==> src/rtl/uart_tx_fifo.sv <==
// UART transmitter (8N1 or 8N2, LSB first) fed by a small byte FIFO.
// Queued bytes leave back to back: the stop bit's last edge starts the next frame.
module uart_tx_fifo #(
  parameter int unsigned clk_freq   = 12000000,
  parameter int unsigned baud       = 115200,
  parameter int unsigned fifo_depth = 4,
  parameter int unsigned stop_bits  = 1
) (
  input  logic       clk,
  input  logic       rst,
  input  logic       tx_valid,
  input  logic [7:0] tx_data,
  output logic       tx_ready,
  output logic       tx,
  output logic       tx_busy,
  output logic       tx_done
);
  localparam int unsigned DIV = (clk_freq + baud / 2) / baud;
  localparam int unsigned AW  = $clog2(fifo_depth);
  localparam int unsigned CW  = $clog2(DIV);

  localparam logic [CW-1:0] CNT_LAST   = CW'(DIV - 1);
  localparam logic [AW:0]   COUNT_FULL = (AW + 1)'(fifo_depth);
  localparam logic          STOP_LAST  = (stop_bits == 2) ? 1'b1 : 1'b0;

  typedef enum logic [1:0] {
    IDLE  = 2'd0,
    START = 2'd1,
    DATA  = 2'd2,
    STOP  = 2'd3
  } state_t;

  logic [7:0]    mem_r [fifo_depth];
  logic [AW-1:0] wr_ptr_r;
  logic [AW-1:0] rd_ptr_r;
  logic [AW:0]   count_r;
  logic          full_s;
  logic          empty_s;
  logic          push_s;
  logic          pop_s;

  state_t        state_r;
  state_t        state_next_s;
  logic [CW-1:0] cnt_r;
  logic [CW-1:0] cnt_next_s;
  logic [2:0]    bit_idx_r;
  logic [2:0]    bit_idx_next_s;
  logic          stop_idx_r;
  logic          stop_idx_next_s;
  logic [7:0]    shift_r;
  logic [7:0]    shift_next_s;
  logic          bit_end_s;
  logic          done_next_s;
  logic          tx_next_s;
  logic          tx_r;
  logic          busy_r;
  logic          done_r;

  // A full FIFO refuses the push even if the FSM pops on the same edge.
  assign full_s    = (count_r == COUNT_FULL);
  assign empty_s   = (count_r == {(AW + 1){1'b0}});
  assign push_s    = tx_valid && !full_s;
  assign tx_ready  = !full_s;
  assign bit_end_s = (cnt_r == CNT_LAST);

  assign tx      = tx_r;
  assign tx_busy = busy_r;
  assign tx_done = done_r;

  // FIFO storage write port
  always_ff @(posedge clk) begin
    if (push_s) begin
      mem_r[wr_ptr_r] <= tx_data;
    end
  end

  // FIFO pointers and occupancy
  always_ff @(posedge clk or posedge rst) begin
    if (rst) begin
      wr_ptr_r <= {AW{1'b0}};
      rd_ptr_r <= {AW{1'b0}};
      count_r  <= {(AW + 1){1'b0}};
    end else begin
      if (push_s) begin
        wr_ptr_r <= wr_ptr_r + 1'b1;
      end
      if (pop_s) begin
        rd_ptr_r <= rd_ptr_r + 1'b1;
      end
      case ({push_s, pop_s})
        2'b10:   count_r <= count_r + 1'b1;
        2'b01:   count_r <= count_r - 1'b1;
        default: count_r <= count_r;
      endcase
    end
  end

  // Frame sequencing: next state, baud count, shift register and pops
  always_comb begin
    state_next_s    = state_r;
    cnt_next_s      = cnt_r;
    bit_idx_next_s  = bit_idx_r;
    stop_idx_next_s = stop_idx_r;
    shift_next_s    = shift_r;
    pop_s           = 1'b0;
    done_next_s     = 1'b0;
    case (state_r)
      IDLE: begin
        cnt_next_s = {CW{1'b0}};
        if (!empty_s) begin
          pop_s        = 1'b1;
          shift_next_s = mem_r[rd_ptr_r];
          state_next_s = START;
        end else begin
          state_next_s = IDLE;
        end
      end
      START: begin
        if (bit_end_s) begin
          cnt_next_s     = {CW{1'b0}};
          bit_idx_next_s = 3'd0;
          state_next_s   = DATA;
        end else begin
          cnt_next_s = cnt_r + 1'b1;
        end
      end
      DATA: begin
        if (bit_end_s) begin
          cnt_next_s     = {CW{1'b0}};
          shift_next_s   = {1'b0, shift_r[7:1]};
          bit_idx_next_s = bit_idx_r + 3'd1;
          if (bit_idx_r == 3'd7) begin
            stop_idx_next_s = 1'b0;
            state_next_s    = STOP;
          end else begin
            state_next_s = DATA;
          end
        end else begin
          cnt_next_s = cnt_r + 1'b1;
        end
      end
      STOP: begin
        if (bit_end_s) begin
          cnt_next_s = {CW{1'b0}};
          if (stop_idx_r == STOP_LAST) begin
            done_next_s = 1'b1;
            if (!empty_s) begin
              pop_s        = 1'b1;
              shift_next_s = mem_r[rd_ptr_r];
              state_next_s = START;
            end else begin
              state_next_s = IDLE;
            end
          end else begin
            stop_idx_next_s = stop_idx_r + 1'b1;
          end
        end else begin
          cnt_next_s = cnt_r + 1'b1;
        end
      end
      default: begin
        cnt_next_s   = {CW{1'b0}};
        state_next_s = IDLE;
      end
    endcase
  end

  // Line level follows the state being entered so tx is a clean register output
  always_comb begin
    case (state_next_s)
      IDLE:    tx_next_s = 1'b1;
      START:   tx_next_s = 1'b0;
      DATA:    tx_next_s = shift_next_s[0];
      STOP:    tx_next_s = 1'b1;
      default: tx_next_s = 1'b1;
    endcase
  end

  // FSM registers and registered outputs
  always_ff @(posedge clk or posedge rst) begin
    if (rst) begin
      state_r    <= IDLE;
      cnt_r      <= {CW{1'b0}};
      bit_idx_r  <= 3'd0;
      stop_idx_r <= 1'b0;
      shift_r    <= 8'h00;
      tx_r       <= 1'b1;
      busy_r     <= 1'b0;
      done_r     <= 1'b0;
    end else begin
      state_r    <= state_next_s;
      cnt_r      <= cnt_next_s;
      bit_idx_r  <= bit_idx_next_s;
      stop_idx_r <= stop_idx_next_s;
      shift_r    <= shift_next_s;
      tx_r       <= tx_next_s;
      busy_r     <= (state_r != IDLE) || !empty_s;
      done_r     <= done_next_s;
    end
  end
endmodule

==> config.mk <==
export PLATFORM = sky130hd
export DESIGN_NAME = uart_tx_fifo
export DESIGN_NICKNAME = d
export VERILOG_FILES = /design/src/rtl/uart_tx_fifo.sv
export SDC_FILE = /design/constraint.sdc
export NUM_CORES = 1
export LEC_CHECK = 0
export ABC_CLOCK_PERIOD_IN_PS = 3200
export CAP_MARGIN = 20
export CORE_MARGIN = 5
export CORE_UTILIZATION = 35
export CTS_CLUSTER_SIZE = 8
export DETAILED_ROUTE_END_ITERATION = 6
export GPL_TIMING_DRIVEN = 0
export SETUP_SLACK_MARGIN = 0.05
export SYNTH_ARGS = -nofsm -noshare
export SYNTH_HDL_FRONTEND = slang
export SYNTH_SLANG_ARGS = --single-unit
==> constraint.sdc <==
create_clock -name clk -period 3.2 [get_ports clk]
set_clock_uncertainty 0.1 [all_clocks]
set_input_delay 0.96 -clock clk [delete_from_list [all_inputs] [get_ports clk]]
set_output_delay 0.96 -clock clk [all_outputs]
set_load 0.02 [all_outputs]
# == After elaboration in Yosys (flattened, before gate mapping) ==
# Memory sizes are Yosys's and may differ from the RTL's.
# Index checks and enable logic that the tools add are counted.
# word_totals
ff_bits,31
ram_bits,32
in_bits,11
output_inout_bits,4
word_cells,86
memories,1
# op_classes
add_sub_neg,7
eq_ne,16
mux,33
n_reduce_logical,17
# mem_list
memory,depth,width,rd,rd_clocked_by_memory_dff,write_ports,line_no,text
mem_r,4,8,1,0,1,33,logic [7:0] mem_r [fifo_depth];
# ops
cell,count
$mux 8,4
$pmux 8 s3,1
$mux 1,14
$pmux 7 s2,1
$pmux 3 s2,2
$eq 2x2->1 const B,5
$ne 2x2->1 const B,5
$mux 2,4
$pmux 2 s4,1
$reduce_and 4->1,2
$reduce_bool 2->1,4
$add 7x1->7 const B,1
$eq 7x7->1 const B,1
$mux 7,1
$add 3x1->3 const B,2
$eq 2x1->1 const B,3
$eq 3x3->1 const B,2
$mux 3,2
$add 2x1->2 const B,2
$logic_not 2->1,2
$pmux 1 s2,2
$logic_not 3->1,1
$pmux 1 s3,1
$reduce_and 3->1,1
8 further kinds,9

# == Longest topological paths before layout ==
# Gate-level depths: netlist of run 1.
# depth
ltp_word,8
mapped_depth,11
mapped_depth_nobuf,10

# == Worst setup path before layout of run 1 ==
# OpenSTA, ideal clock, no wires.
# synth_path
path_type,register -> register
startpoint,register cnt_r[0]
endpoint,register count_r[2]
setup_time_ns,0.079
arrival_time_ns,2.253
required_ns,3.021
slack_ns,0.768
path_stages_with_launch,12
path_buffers,1
synth_period_minus_slack_ns,2.432
cell_sequence,dfrtp_1 -> ha_1 -> and4b_1 -> buf_6 -> a31oi_4 -> nor3_2 -> ha_1 -> inv_1 -> fa_1 -> xor2_1 -> nor2_1 -> xor2_1
# synth_between
elab_chain_len,5
word_cells_on_any_way,7
cone_classes,eq/ne: 3; mux: 3; reduce/logical: 1
# synth_rtl
element,line_no,text
start: declaration,44,logic [CW-1:0] cnt_r;
start signal: assignment,183,cnt_r <= {CW{1'b0}};
start signal: assignment,192,cnt_r <= cnt_next_s;
$eq 7x7->1 (*),64,assign bit_end_s = (cnt_r == CNT_LAST);
$mux 1 (*),143,if (bit_end_s) begin
$pmux 1 s2 (*),107,case (state_r)
net pop_s,40,logic pop_s;
$eq 2x1->1 or $eq 2x2->1 (tied branches),90,"case ({push_s, pop_s})"
$pmux 3 s2 or $reduce_bool 2->1 (tied branches),-,
end signal: assignment,91,2'b10: count_r <= count_r + 1'b1;
end signal: assignment,92,2'b01: count_r <= count_r - 1'b1;
end signal: assignment,93,default: count_r <= count_r;
end: declaration,36,logic [AW:0] count_r;
# The timed path passes the listed nets; every way through them passes the cells marked *.
# A chain may end at the register's enable or synchronous reset.

# == Worst setup path in the final report of run 1 ==
# layout_path
startpoint,register count_r[0]
endpoint,output tx_ready
# layout_between
elab_chain_len,2
# layout_rtl
element,line_no,text
start signal: assignment,82,count_r <= {(AW + 1){1'b0}};
start signal: assignment,91,
start signal: assignment,92,
$eq 3x3->1,60,assign full_s = (count_r == COUNT_FULL);
$logic_not 1->1,63,assign tx_ready = !full_s;
end: declaration,13,"output logic tx_ready,"
# Every way passes these cells.

==> flow_summary_export.csv, run 1 <==
group,metric,value,unit
run,cap_violations,0,
cts,cts_tree,"built",
timing,tns,0,ns
synth,syn_area_per_cell,14.6,µm²
cts,clock_sinks,62,
critical_path,path_class,"flip-flop to output pin",
placed_design,io_buffer_count,14,
power,swShare,0.333,
placed_design,gp_congestion,0.729,
timing,hold_viol,0,
cts,cts_resized,0,
worst_hold_path,hp-class,"flip-flop to flip-flop",
synth,ys_seq_area_frac,0.585,
die,rows,33,
finish,final_common_cell,"edfxtp_1",
finish,layout_common_cells,"edfxtp_1 (32), dfrtp_1 (29), ha_1 (14), clkdlybuf4s50_1 (14), inv_1 (12)",
finish,drive_above_1_share,0.190,
cts,insertion_delay,0.35,ns
routing,drt_iter0_markers,66,
routing,drt_wl_total,4890,µm
synth,ys_warn_count,0,
critical_path,critPathCaptureType,"output pin",
finish,nets,253,
power,net-switching-power,0.965,mW
power,finalPower,2.90,mW
routing,routed_via_density,4.89,
placed_design,dp_hpwl,3310,µm
routing,ant_nets,0,
power,p_clk_frac,0.273,
timing,period_needed,2.74,ns
cts,cts_inserted_buffers,9,
routing,routed.top_layer,"met4",
critical_path,r2r_start,"cnt_r[0]",
critical_path,cp.required,2.14,ns
timing,rsz0062_at_grt,"false",
routing,wl_met3,171,µm
synth,ys_types,45,
routing,wl_met1,2380,µm
critical_path,critPathMaxStageDelay,0.64,ns
synth,syn_inst,201,
timing,max_freq,365,MHz
critical_path,worst_setup_path_start_kind,"flip-flop",
die,ios,15,
routing,vias,1649,
timing,setup_violations,0,
critical_path,cp_cell_sequence,"inv_1 -> nand3_1 -> clkdlybuf4s50_1",
grt,grt_pass1_wl,8570,µm
grt,grt_max_degree,19,
routing,dr.pass1.iters,4,
critical_path,cp.arrival,1.68,ns
timing,final_max_slew_viol_count,0,
grt,grt_usage,0.110,
finish,antenna_cells,0,
cts,cts_hold_buf,0,
grt,antenna_found_initial,0,
synth,synth_area,2930,µm²
routing,wl_met2,2250,µm
timing,worst_pin_slew,0.726,ns
die,core,8180,µm²
die,dieWidth,101,µm
timing,timing.hold.ws,0.367,ns
synth,synth_edf_count,32,
synth,ys_ff_latch,62,
finish,syn_to_final_growth,17.6,%
worst_hold_path,min_from,"cnt_r[0]",
synth,syn_nets,227,
power,p_comb_frac,0.337,
power,intPower,1.93,mW
routing,wl_per_cell,14.5,µm
critical_path,crit_fanout,6,
grt,grt_pass1_vias,1728,
cts,clk_path_buf_depth,2,
synth,ys.flop_type,"edfxtp_1",
critical_path,slowest_stage,"clkdlybuf4s50_1",
cts,cts-htree-levels,3,
cts,clkTransAtPathRegs,0.07,ns
power,seqPwrFrac,0.390,
grt,overflow,0,
power,vdd_ir_drop_max,0.000621,V
die,die_h,101,µm
timing,relSlewSlack,0.516,
cts,cts_setup_buffers,0,
power,p_leak,1.42,nW
synth,async_flop_share,0.484,
status,status,"completed",
die,start_util,0.358,
cts,cts-root-buf,"clkbuf_8",
routing,drc,0,
power,powerDensity,842,nW/µm²
critical_path,startpoint,"count_r[0]",
timing,period_share,0.857,
die,die_area,10300,µm²
metrics by stage:
stage / std cells / area [µm²] / worst slack [ns] / utilization
after detailed placement: 321 / 3210 / 0.313 / 0.393
final: 337 / 3440 / 0.458 / 0.421
after global routing: 337 / 3440 / 0.334 / 0.421
after floorplan: 201 / 2930 / 0.768 / -
after CTS: 337 / 3440 / 0.446 / 0.421
after global placement: 320 / 3200 / 0.346 / 0.391
cell usage after synthesis (3+ instances only):
cell type,number,area (µm²)
a22o_1,9,78.8
and3_1,5,31.3
clkbuf_1,3,11.3
dfrtp_1,29,726
edfxtp_1,32,961
ha_1,14,175
inv_1,12,45.0
mux2i_1,7,70.1
mux4_2,8,180
nand2_1,6,22.5
nand3_1,5,25.0
nor2_1,6,22.5
nor3_1,4,20.0
o21ai_0,5,25.0
o2bb2ai_1,6,52.6
xnor2_1,4,35.0
xor2_1,6,52.6
critical path: cells and delay by family (launching register included):
family | cells | cell delay, ns
buffers and inverters | 2 | 0.74
DFF | 1 | 0.42
and+or+nand+nor | 1 | 0.18
registers in the layout (all words and copies together), names as in the netlist, 2 cells and up:
| name | count |
|---|---|
| bit_idx_r | 3 |
| shift_r | 8 |
| count_r | 3 |
| wr_ptr_r | 2 |
| state_r | 2 |
| mem_r | 32 |
| rd_ptr_r | 2 |
| cnt_r | 7 |
worst paths after layout:
kind	endpoint	slack, ns	depth (start not counted)
setup / recovery	tx_ready	0.46	3
hold / removal	cnt_r[0]	0.37	1
setup reg to reg	count_r[2]	0.50	11
hold reg to reg	cnt_r[0]	0.37	1
max in group asynchronous	bit_idx_r[0]	1.53	3
min in group asynchronous	wr_ptr_r[1]	0.93	2
cell type report:
cell class | instances | area, µm²
fill | 741 | 4730
sequential | 62 | 1710
multi-input combinational | 118 | 1110
timing repair buffer | 15 | 155
tap | 105 | 131
clock buffer | 9 | 124
clock inverter | 7 | 104
buffer | 9 | 58.8
inverter | 12 | 45.0
metal layers:
layer | GRT usage | vias up
li1 | - | 816
met1 | 0.139 | 801
met2 | 0.168 | 24
met3 | 0.0455 | 8
met4 | 0.0460 | 0
met5 | 0 | -
power by group through the flow:
stage                     Combinational [mW]  Sequential, mW  Clock, mW
final                                  0.976            1.13      0.792
after floorplan                        0.765            1.13          0
after detailed placement               0.995            1.15          0
after global routing                    1.09            1.15      0.851
after global placement                 0.982            1.15          0
after CTS                              0.996            1.13      0.810
cell families (layout without fill, tap and decap cells):
group,after synthesis,in the layout,synth area share
mux,17,17,0.0932
flops,62,62,0.585
buf+inv,21,52,0.0355
simple gates,39,39,0.0816
xor+xnor,10,10,0.0299
fa+ha+maj,15,15,0.0667
compound gates,37,37,0.108
(Power assumes the default switching activity.)
==> run 2: changes to the inputs <==
--- a/config.mk
+++ b/config.mk
@@ -11,6 +11,7 @@
 export CORE_UTILIZATION = 35
 export CTS_CLUSTER_SIZE = 8
 export DETAILED_ROUTE_END_ITERATION = 6
+export GPL_ROUTABILITY_DRIVEN = 0
 export GPL_TIMING_DRIVEN = 0
 export SETUP_SLACK_MARGIN = 0.05
 export SYNTH_ARGS = -nofsm -noshare
==> results of run 2 <==
Final layout, timing and power as in run 1 (identical DEF).
